### src/rtl/mem_xfer_ctrl_pkg.sv
// Shared constants, state encoding and strobe bundle for the load-then-copy controller.
package mem_xfer_ctrl_pkg;

    localparam int unsigned ADDR_W_DEF = 5;

    typedef enum logic [2:0] {
        ST_IDLE = 3'd0,
        ST_CLR  = 3'd1,
        ST_LOAD = 3'd2,
        ST_RWND = 3'd3,
        ST_XFER = 3'd4,
        ST_DONE = 3'd5
    } state_e;

    // Memory-side control strobes for both address counters and write ports
    typedef struct packed {
        logic wea;
        logic inca;
        logic clra;
        logic web;
        logic incb;
        logic clrb;
    } strobe_t;

endpackage

### src/rtl/mem_xfer_ctrl_counter.sv
// Phase word counter: synchronous clear, enable-increment, terminal-count flag.
module xfer_counter
    import mem_xfer_ctrl_pkg::*;
#(
    parameter int unsigned ADDR_W = ADDR_W_DEF
) (
    input  logic              clk,
    input  logic              rst,
    input  logic              clr,
    input  logic              inc,
    input  logic [ADDR_W-1:0] len_latched,
    output logic [ADDR_W-1:0] count,
    output logic              tc_c
);

    logic [ADDR_W-1:0] count_d;
    logic [ADDR_W-1:0] count_q;

    // Clear wins over increment so a phase exit always restarts at zero
    always_comb begin
        count_d = count_q;
        if (clr) begin
            count_d = '0;
        end else if (inc) begin
            count_d = count_q + ADDR_W'(1);
        end
    end

    // Count register
    always_ff @(posedge clk) begin
        if (rst) begin
            count_q <= '0;
        end else begin
            count_q <= count_d;
        end
    end

    assign count = count_q;
    // Last word of the phase; only consulted when len_latched is non-zero
    assign tc_c  = (count_q == (len_latched - ADDR_W'(1)));

endmodule

### src/rtl/mem_xfer_ctrl.sv
// Load-then-copy controller: fills memory A from a source stream, then copies A into B.
module mem_xfer_ctrl
    import mem_xfer_ctrl_pkg::*;
#(
    parameter int unsigned ADDR_W = ADDR_W_DEF
) (
    input  logic              clk,
    input  logic              rst,
    input  logic              start,
    input  logic [ADDR_W-1:0] len,
    input  logic              in_valid,
    output logic              WEA,
    output logic              IncA,
    output logic              ClrA,
    output logic              WEB,
    output logic              IncB,
    output logic              ClrB,
    output logic              busy,
    output logic              done,
    output logic [ADDR_W-1:0] count
);

    state_e            state_q;
    state_e            state_d;
    logic [ADDR_W-1:0] len_q;
    logic [ADDR_W-1:0] len_d;
    logic              cnt_clr_c;
    logic              cnt_inc_c;
    logic              tc_c;
    strobe_t           stb_c;

    // State and latched job length
    always_ff @(posedge clk) begin
        if (rst) begin
            state_q <= ST_IDLE;
            len_q   <= '0;
        end else begin
            state_q <= state_d;
            len_q   <= len_d;
        end
    end

    // Next-state and counter control
    always_comb begin
        state_d   = state_q;
        len_d     = len_q;
        cnt_clr_c = 1'b0;
        cnt_inc_c = 1'b0;
        unique case (state_q)
            ST_IDLE: begin
                if (start) begin
                    if (len != '0) begin
                        len_d   = len;
                        state_d = ST_CLR;
                    end else begin
                        state_d = ST_DONE;
                    end
                end
            end
            ST_CLR: begin
                cnt_clr_c = 1'b1;
                state_d   = ST_LOAD;
            end
            ST_LOAD: begin
                if (in_valid) begin
                    if (tc_c) begin
                        cnt_clr_c = 1'b1;
                        state_d   = ST_RWND;
                    end else begin
                        cnt_inc_c = 1'b1;
                    end
                end
            end
            ST_RWND: begin
                state_d = ST_XFER;
            end
            ST_XFER: begin
                if (tc_c) begin
                    cnt_clr_c = 1'b1;
                    state_d   = ST_DONE;
                end else begin
                    cnt_inc_c = 1'b1;
                end
            end
            ST_DONE: begin
                state_d = ST_IDLE;
            end
            default: begin
                state_d = ST_IDLE;
            end
        endcase
    end

    // Memory strobe decode; only the LOAD write/increment follows in_valid
    always_comb begin
        stb_c = '0;
        unique case (state_q)
            ST_CLR: begin
                stb_c.clra = 1'b1;
                stb_c.clrb = 1'b1;
            end
            ST_LOAD: begin
                stb_c.wea  = in_valid;
                stb_c.inca = in_valid;
            end
            ST_RWND: begin
                stb_c.clra = 1'b1;
            end
            ST_XFER: begin
                stb_c.inca = 1'b1;
                stb_c.web  = 1'b1;
                stb_c.incb = 1'b1;
            end
            default: begin
                stb_c = '0;
            end
        endcase
    end

    assign WEA  = stb_c.wea;
    assign IncA = stb_c.inca;
    assign ClrA = stb_c.clra;
    assign WEB  = stb_c.web;
    assign IncB = stb_c.incb;
    assign ClrB = stb_c.clrb;
    assign busy = (state_q != ST_IDLE);
    assign done = (state_q == ST_DONE);

    xfer_counter #(
        .ADDR_W(ADDR_W)
    ) u_counter (
        .clk        (clk),
        .rst        (rst),
        .clr        (cnt_clr_c),
        .inc        (cnt_inc_c),
        .len_latched(len_q),
        .count      (count),
        .tc_c       (tc_c)
    );

endmodule

### config.mk
export PLATFORM = sky130hd
export DESIGN_NAME = mem_xfer_ctrl
export DESIGN_NICKNAME = d
export VERILOG_FILES = /design/src/rtl/mem_xfer_ctrl_pkg.sv /design/src/rtl/mem_xfer_ctrl_counter.sv /design/src/rtl/mem_xfer_ctrl.sv
export SDC_FILE = /design/constraint.sdc
export NUM_CORES = 1
export LEC_CHECK = 0
export CAP_MARGIN = 25
export CORE_MARGIN = 3
export CORE_UTILIZATION = 45
export CTS_BUF_LIST = sky130_fd_sc_hd__clkbuf_8
export CTS_CLUSTER_DIAMETER = 150
export DETAILED_ROUTE_END_ITERATION = 8
export HOLD_SLACK_MARGIN = 0.05
export PLACE_DENSITY = 0.87
export RECOVER_POWER = 25
export SLEW_MARGIN = 20
export SYNTH_ARGS = -nofsm -noshare
export SYNTH_HDL_FRONTEND = slang
export SYNTH_SLANG_ARGS = --single-unit
export TNS_END_PERCENT = 30
### constraint.sdc
create_clock -name clk -period 2.3 [get_ports clk]
set_input_delay 0.345 -clock clk [delete_from_list [all_inputs] [get_ports clk]]
set_output_delay 0.345 -clock clk [all_outputs]
set_load 0.05 [all_outputs]
# Word level (Yosys, flattened, before mapping)
# Cells that the tools add are included.
[op_classes]
addsub = 2
multipliers = 0
div_mod_pow = 0
order_cmp = 0
n_eq_ne = 10
shifts = 0
muxes = 17
bitwise_logic = 0
n_reduce_logical = 7
[ops]
columns = ["operator", "count"]
rows = [
  ["two-way mux 3 bit", 5],
  ["case mux 3 bit (5 select lines)", 1],
  ["inequality test 2 bit (second input constant)", 4],
  ["two-way mux 1 bit", 7],
  ["equality test 3 x 2 -> 1 bit (second input constant)", 2],
  ["equality test 3 bit (second input constant)", 2],
  ["adder 5 x 1 -> 5 bit (second input constant)", 1],
  ["equality test 5 bit", 1],
  ["nonzero test 5 bit", 1],
  ["subtractor 5 x 1 -> 5 bit (second input constant)", 1],
  ["case mux 1 bit (2 select lines)", 2],
  ["AND reduction 4 bit", 1],
  ["OR reduction 2 bit", 2],
  ["equality test 3 x 1 -> 1 bit (second input constant)", 1],
  ["zero test 3 bit", 1],
  ["case mux 1 bit (3 select lines)", 1],
  ["AND reduction 3 bit", 1],
  ["nonzero test 3 bit", 1],
  ["two-way mux 2 bit", 1],
]
[word_totals]
regBits = 13
latchBits = 0
mem_bits_rw = 0
romBits = 0
in_bits = 9
out_inout_bits = 13
word_cells = 39
memories = 0

# Logic depth before layout (Yosys ltp)
# Gate-level depths: netlist of run 1.
[logic_depth]
word_depth = 6
ltp_mapped = 7

# Hierarchy
# From an unflattened synthesis of run 1, not the netlist that was laid out.
[unflattened]
hier_cells = 91
hier_area_um2 = 778.2
[modules_own_cells]
columns = ["module", "n_inst", "cells_each", "area_per_inst_um2", "seq_area_each_um2"]
rows = [
  ["mem_xfer_ctrl", 1, 55, 451.7, 160.2],
  ["xfer_counter", 1, 36, 326.6, 100.1],
]

# Least setup slack after synthesis of run 1
# OpenSTA, ideal clock, no wires.
[synth_path]
path_kind = "reg2reg"
start = "register state_q[0]"
end = "register u_counter.count_q[3], in the netlist u_counter.count[3]"
setup_time_ns = 0.145
arrival_ns = 2.217
t_required_ns = 2.155
setup_slack_ns = -0.062
stages_incl_launch_ff = 7
path_buffers = 1
period_less_slack_ns = 2.362
path_cell_list = "dfxtp_1 buf_2 inv_1 nor3_1 nor3_1 a22oi_1 o31ai_1"
[synth_between]
elab_chain_cells = 3
elab_cells_between_ends = 6
classes_between = "eq/ne: 3; mux: 2; reduce/logical: 1"
[synth_rtl]
columns = ["element", "line_no", "text"]
rows = [
  ["start: declaration", "mem_xfer_ctrl.sv:23", "state_e state_q;"],
  ["start signal: assignment", "mem_xfer_ctrl.sv:38", "state_q <= state_d;"],
  ["equality test 3 bit, or another cell as far along", "mem_xfer_ctrl.sv:49", "unique case (state_q)"],
  ["case mux 1 bit (3 select lines)", "mem_xfer_ctrl.sv:49", ""],
  ["OR reduction 2 bit (no line)", "-", ""],
  ["end signal: assignment", "mem_xfer_ctrl_counter.sv:34", "count_q <= count_d;"],
  ["end: declaration", "mem_xfer_ctrl_counter.sv:17", "logic [ADDR_W-1:0] count_q;"],
]
# Several ways; a longest one is shown, not always the timed one.
# A chain may end at the register's enable or synchronous reset.

# Final worst setup path of run 1
[layout_path]
start = "register state_q[1]"
end = "output IncB"
[layout_between]
elab_chain_cells = 2
[layout_rtl]
columns = ["element", "line_no", "text"]
rows = [
  ["equality test 3 bit", "mem_xfer_ctrl.sv:97", "unique case (state_q)"],
  ["two-way mux 2 bit", "mem_xfer_ctrl.sv:97", ""],
  ["end: declaration", "mem_xfer_ctrl.sv:16", "output logic IncB,"],
]
# No other way between the ends.

==> flow_summary.json, run 1 <==
{
  "synth_fa_ha_area_share_pct": 3.29,
  "areaGrowthSynthToFinish_pct": 40.2,
  "cp_data_required_time_ps": 1960,
  "cp_top_family": "buffers and inverters",
  "drv_cap": 0,
  "start_util_pct": 49.3,
  "finClkSkew_ps": 1.48,
  "cts_tree": "built",
  "crit_chain": "nand2b_1 > nor2_1 > clkdlybuf4s50_1",
  "multiInputGateArea_um2": 460,
  "drive_gt1_share_pct": 12.1,
  "worstHoldPathType": "flip-flop to flip-flop",
  "final_cell_mix": "clkdlybuf4s50_1 (15), dfxtp_1 (13), nor2_1 (12)",
  "fmax_mhz": 459,
  "synth.avg_cell_area_um2": 8.26,
  "rrSetupSlack_ps": 280,
  "vias_per_cell": 5.73,
  "total_power_uw": 636,
  "fp.dieH_um": 47.1,
  "seq_area_um2": 260,
  "grt_pass1_vias": 682,
  "critPathLaunchType": "flip-flop",
  "cp.arrival_ps": 1830,
  "cp_num_buf_inv": 1,
  "clk_path_buf_depth": 2,
  "crit_path_max_fanout": 8,
  "worstSetupEndpointType": "output pin",
  "status": "finished clean",
  "netlist_instances": 92,
  "reg2reg_from": "len_q[0]",
  "portBuffers": 21,
  "synth.area.mux_share_pct": 2.64,
  "switchingPower_uw": 203,
  "slowest_stage": "clkdlybuf4s50_1",
  "drt_iter0_markers": 6,
  "ant_nets": 0,
  "cts_setup_buffers": 0,
  "postCtsHoldBufs": 0,
  "drc": 0,
  "synth_xor_area_share_pct": 8.07,
  "syn-num-nets": 103,
  "wirelength_mm": 1.76,
  "synth.distinct_cells": 32,
  "grt_pass1_wl_mm": 2.99,
  "clkSinkCount": 13,
  "coreArea_mm2": 0.00154,
  "h-tree-depth": 1,
  "p_comb_share_pct": 28.0,
  "top_layer_used": "met4",
  "grt_max_degree": 11,
  "num_vias": 757,
  "yosys.area_share.simple_pct": 25.9,
  "powerDensity_mw_per_mm2": 597,
  "fin_crit_sh_pct": 94.7,
  "synth_compound_area_share_pct": 20.1,
  "fin_crit_ps": 2180,
  "antenna_found_initial": 0,
  "intPower_uw": 433,
  "met1_length_um": 738,
  "hold_viol": 0,
  "leakage_uw": 0.000447,
  "layout.nets": 128,
  "wl_met3_um": 106,
  "cts_root_buffer": "clkbuf_8",
  "row_count": 14,
  "max_stage_delay_ps": 820,
  "drt-pass1-iter-count": 4,
  "hold_path_startpoint": "len_q[3]",
  "gr-total-overflow": 0,
  "dieWidth_um": 47.1,
  "worst_pin_slew_ps": 537,
  "fin_tns_setup_ps": 0,
  "setup.worst_path.start": "state_q[1]",
  "gp_congestion": 0.749,
  "cts_made_buffers": 3,
  "clkPwrFrac_pct": 31.4,
  "drv_slew": 0,
  "wl_met2_um": 879,
  "layout_commonest_cell": "clkdlybuf4s50_1",
  "path_class": "flip-flop to output pin",
  "hpwl_mm": 1.35,
  "seqPwrFrac_pct": 40.6,
  "seq_area_frac_synth_pct": 34.3,
  "grt_util_all_layers_pct": 19.1,
  "ir_drop_mv": 0.359,
  "switching_share_pct": 31.9,
  "ios": 22,
  "antenna_cells": 0,
  "finalSetupViolCount": 0,
  "synth_top_family_by_area": "simple AND/OR/NAND/NOR gates",
  "cts-resized-gates": 0,
  "path_clk_slew_ps": 60,
  "syn_area_um2": 759,
  "yosysWarnings": 0,
  "fillCellCount": 119,
  "die_area_mm2": 0.00222,
  "grt_setup_unrepaired": "no",
  "relSlewSlack_pct": 63.9,
  "clk_latency_ps": 240,
  "ys_seq_elements": 13,
  "wl_per_cell_um": 13.3
}
[stage by stage]
step                      hold slack (ps)  utilization, %  cell area, µm²  setup slack, ps  instances
final                                 509            69.1            1060              122        132
after global routing                  536            69.1            1060             7.72        132
after floorplan                       469               -             764              118         92
after CTS                             515            68.8            1060             60.5        132
after detailed placement              508            65.9            1020              294        128
after global placement                493            65.9            1020              372        128
[area by class of cell]
cell class | instances | share of cell area, %
clock inverter | 1 | 0.353
timing repair buffer | 24 | 24.1
sequential | 13 | 24.4
multi-input combinational | 69 | 43.2
inverter | 6 | 2.12
tap | 16 | 1.88
clock buffer | 3 | 3.88
[flip-flops by register name, indices dropped and copies added, names as in the netlist]
| signal | cells |
|---|---|
| len_q | 5 |
| u_counter.count | 5 |
| state_q | 3 |
[worst register-to-register path: cells and delay by family (launching register included)]
| family | cells | cell delay [ps] |
|---|---|---|
| adders and majority gates | 1 | 250 |
| and+or+nand+nor | 2 | 320 |
| buffers and inverters | 1 | 70 |
| DFF | 1 | 410 |
| AOI/OAI and AO/OA | 3 | 870 |
[power by group through the flow]
stage | Sequential (µW) | Combinational [µW] | Clock [µW]
final | 258 | 178 | 199
after global routing | 262 | 191 | 214
after CTS | 258 | 181 | 200
after detailed placement | 263 | 180 | 0
after global placement | 262 | 177 | 0
after floorplan | 257 | 121 | 0
[path summary, 6_finish.rpt]
kind | cells past startpoint | endpoint
worst min register to register | 2 | len_q[3]
worst max register to register | 7 | u_counter.count[2]
worst max-delay path | 3 | IncB
worst min-delay path | 2 | len_q[3]
[cell usage after synthesis]
master     instances  share of area (%)
a31o_2             1                1.2
a21oi_1            5                3.3
and3_1             2                1.6
o311ai_2           1                2.1
o21ai_0            2                1.3
nand2b_1           1               0.82
a31oi_1            1               0.82
a211oi_2           1                1.6
a32oi_1            1                1.2
nor3_1             7                4.6
nand4_1            1               0.82
nand4bb_1          1                1.5
buf_2              2                1.3
a21boi_2           1                1.5
nand3_2            1                1.3
a22oi_1            2                2.0
or2b_1             1               0.99
o31ai_1            2                2.0
o311ai_1           1                1.2
nor2_1            12                5.9
inv_1              6                3.0
ha_1               2                3.3
xor2_1             3                3.5
nand2_1            6                3.0
nand3_1            5                3.3
a2111oi_2          1                2.0
dfxtp_1           13                 34
buf_4              1               0.99
mux2i_1            2                2.6
clkbuf_1           1               0.49
nand3b_1           2                2.0
xnor2_1            4                4.6
[cells by family (layout without fill, tap and decap cells)]
| logic type | after synthesis | in the layout |
|---|---|---|
| adder cells (fa/ha/maj) | 2 | 2 |
| AO/OA/AOI/OAI | 19 | 19 |
| buffers and inverters | 10 | 34 |
| AND/OR/NAND/NOR | 39 | 39 |
| XOR/XNOR | 7 | 7 |
| multiplexers | 2 | 2 |
| flip-flops | 13 | 13 |
[routing by layer]
layer	vias to the layer above	global-route usage [%]
li1	378	-
met4	0	7.18
met5	-	0
met1	349	23.2
met2	23	32.0
met3	7	4.98
No activity file was read; power rests on OpenSTA's default activity.
==> run 2: changes to the inputs <==
--- a/config.mk
+++ b/config.mk
@@ -6,7 +6,6 @@
 export NUM_CORES = 1
 export LEC_CHECK = 0
 export CAP_MARGIN = 25
-export CORE_MARGIN = 3
 export CORE_UTILIZATION = 45
 export CTS_BUF_LIST = sky130_fd_sc_hd__clkbuf_8
 export CTS_CLUSTER_DIAMETER = 150
@@ -17,5 +16,6 @@
 export SLEW_MARGIN = 20
 export SYNTH_ARGS = -nofsm -noshare
 export SYNTH_HDL_FRONTEND = slang
+export SYNTH_HIERARCHICAL = 1
 export SYNTH_SLANG_ARGS = --single-unit
 export TNS_END_PERCENT = 30
==> flow_summary.json, run 2 <==
{
  "finalSetupViolCount": 0,
  "max_stage_delay_ps": 820,
  "ios": 22,
  "drc": 1,
  "synth.avg_cell_area_um2": 8.55,
  "use_met2_pct": 34.3,
  "fin_crit_sh_pct": 94.0,
  "rrSetupSlack_ps": 150,
  "drive_gt1_share_pct": 15.4,
  "r2r-end": "state_q[0]",
  "synth.distinct_cells": 31,
  "dp.cells": 129,
  "fp.dieH_um": 43.6,
  "leakage_uw": 0.000437,
  "h-tree-depth": 1,
  "final_area_mm2": 0.00106,
  "areaGrowthSynthToFinish_pct": 36.5,
  "grt_max_degree": 11,
  "worstSetupEndpointType": "output pin",
  "synth_top_cell_by_area": "dfxtp_1",
  "grt_setup_unrepaired": "no",
  "cts-resized-gates": 0,
  "relSlewSlack_pct": 65.0,
  "clk_latency_ps": 250,
  "ant_nets": 0,
  "cts_tree": "built",
  "finClkSkew_ps": 3.00,
  "gr-max-usage-layer": "met2",
  "fin_crit_ps": 2160,
  "clk_path_buf_depth": 2,
  "gr-total-overflow": 0,
  "hpwl_mm": 1.41,
  "grt_util_all_layers_pct": 21.6,
  "hold_path_startpoint": "len_q[0]",
  "syn_area_um2": 778,
  "seq_area_frac_synth_pct": 33.4,
  "ir_drop_mv": 0.539,
  "cts_root_buffer": "clkbuf_8",
  "clkSinkCount": 13,
  "die_area_mm2": 0.00190,
  "powerDensity_mw_per_mm2": 741,
  "wl_per_cell_um": 14.2,
  "utilization_pct": 68.1,
  "hold_path_end": "len_q[0]",
  "synth_top_cells_by_count": "dfxtp_1 (13), nor2_1 (9), nand2_1 (8), nor3_1 (7)",
  "antenna_cells": 0,
  "vias_per_cell": 5.53,
  "grt_pass1_wl_mm": 2.94,
  "path_class": "flip-flop to output pin",
  "portBuffers": 21,
  "drv_slew": 0,
  "yosysWarnings": 6,
  "min_delay_path_depth": 2,
  "crit_chain": "nand2b_1 > nor2_1 > clkdlybuf4s50_1",
  "use_met3_pct": 6.25,
  "drv_cap": 0,
  "violations": "DRC",
  "synthTopCellsByArea": "dfxtp_1 (33%), xnor2_1 (5.6%), xor2_1 (5.6%)",
  "num_vias": 736,
  "async_flop_share_pct": 0,
  "status": "complete, but fails checks",
  "cp.arrival_ps": 1820,
  "fillCellCount": 126,
  "cts_made_buffers": 3,
  "cp_data_required_time_ps": 1960,
  "coreArea_mm2": 0.00156,
  "antenna_found_initial": 0,
  "total_power_uw": 787,
  "layout_commonest_cell": "clkdlybuf4s50_1",
  "worstHoldPathType": "flip-flop to flip-flop",
  "reg2reg_from": "len_q[1]",
  "final_cell_mix": "clkdlybuf4s50_1 (14), dfxtp_1 (12), buf_4 (10)",
  "setup.worst_path.start": "state_q[1]",
  "drt_iter0_markers": 14,
  "drt-pass1-iter-count": 6,
  "critPathLaunchType": "flip-flop",
  "syn-num-nets": 102,
  "synth_edf_count": 0,
  "path_clk_slew_ps": 60,
  "grt_pass1_vias": 654,
  "synth_top_area_share_pct": 33.4,
  "wirelength_mm": 1.89,
  "grtUsageMet1_pct": 27.3,
  "ys.flop_type": "dfxtp_1",
  "postCtsHoldBufs": 0,
  "row_count": 14,
  "slowest_stage": "clkdlybuf4s50_1",
  "dieWidth_um": 43.6,
  "crit_path_max_fanout": 10,
  "gp_congestion": 0.719,
  "netlist_instances": 91,
  "place_area_mm2": 0.00103,
  "rr_worst_depth": 9,
  "worst_pin_slew_ps": 520,
  "fin_tns_setup_ps": 0,
  "cts_setup_buffers": 0,
  "start_util_pct": 49.9,
  "yosysMostFrequentCell": "dfxtp_1",
  "fmax_mhz": 463,
  "hold_viol": 0,
  "fin_cells": 133,
  "layout.nets": 129,
  "ys_seq_elements": 13
}
-- run 2: cell types whose count changed after synthesis, moves of 2 or more --
cell,change
o31ai_1,-2
and3_1,-2
nor2_1,-3
nor2b_1,+5
nand3_1,-5
or3_1,+2
a21o_1,+3
nand2_1,+2
a211oi_1,+2
a21oi_1,-2
nand3b_1,-2
xor2_1,+2
inv_1,-3
-- run 2: final cells by class --
cell class	instances	area (µm²)	share of cell area (%)
clock buffers	3	41.3	3.89
clock inverters	1	3.75	0.353
inverters	3	11.3	1.06
multi-input cells	70	469	44.2
flip-flops and latches	13	262	24.6
well taps	16	20.0	1.88
repair buffers	27	255	24.0
-- run 2: through the flow --
step / setup slack [ps] / hold slack, ps
global route: 20.1 / 512
global placement: 264 / 491
floorplan: 37.1 / 422
detailed placement: 137 / 499
CTS: 126 / 514
finish: 138 / 490
-- run 2: report_power, final --
part | switching (µW) | leakage, µW | internal, µW
Combinational | 176 | 0.000304 | 130
Clock | 85.2 | 0.0000269 | 118
Sequential | 31.1 | 0.000106 | 246
Total | 292 | 0.000437 | 494
-- run 2: routing by layer --
layer | wire length [µm] | up-vias
li1 | - | 373
met3 | 84 | 4
met2 | 931 | 17
met1 | 840 | 342
met5 | 0 | -
met4 | 29 | 0
-- run 2: worst max-delay path by stage --
| stage | endpoint | slack [ps] | cells after the start |
|---|---|---|---|
| 2_1_floorplan | state_q[0] | 40 | 7 |
| 3_3_place_gp | state_q[0] | 260 | 9 |
| 3_5_place_dp | state_q[0] | 140 | 9 |
| 4_1_cts | state_q[0] | 130 | 9 |
| 5_1_grt | state_q[0] | 20 | 9 |
| 6_report | done | 140 | 3 |
-- run 2: critical path: cells and delay by family, from the launching register on --
| kind | cells | cell delay (ps) |
|---|---|---|
| buffers and inverters | 1 | 820 |
| and+or+nand+nor | 2 | 330 |
| DFF | 1 | 420 |
-- run 2: kinds of logic (layout without fill, tap and decap cells) --
logic type	count (synthesis)	in the layout	share of synthesized area, %
flops	13	13	33.4
mux	1	1	1.29
compound gates	17	17	16.7
buf+inv	8	34	4.82
fa+ha+maj	2	2	3.21
simple gates	40	40	29.3
xor+xnor	10	10	11.3
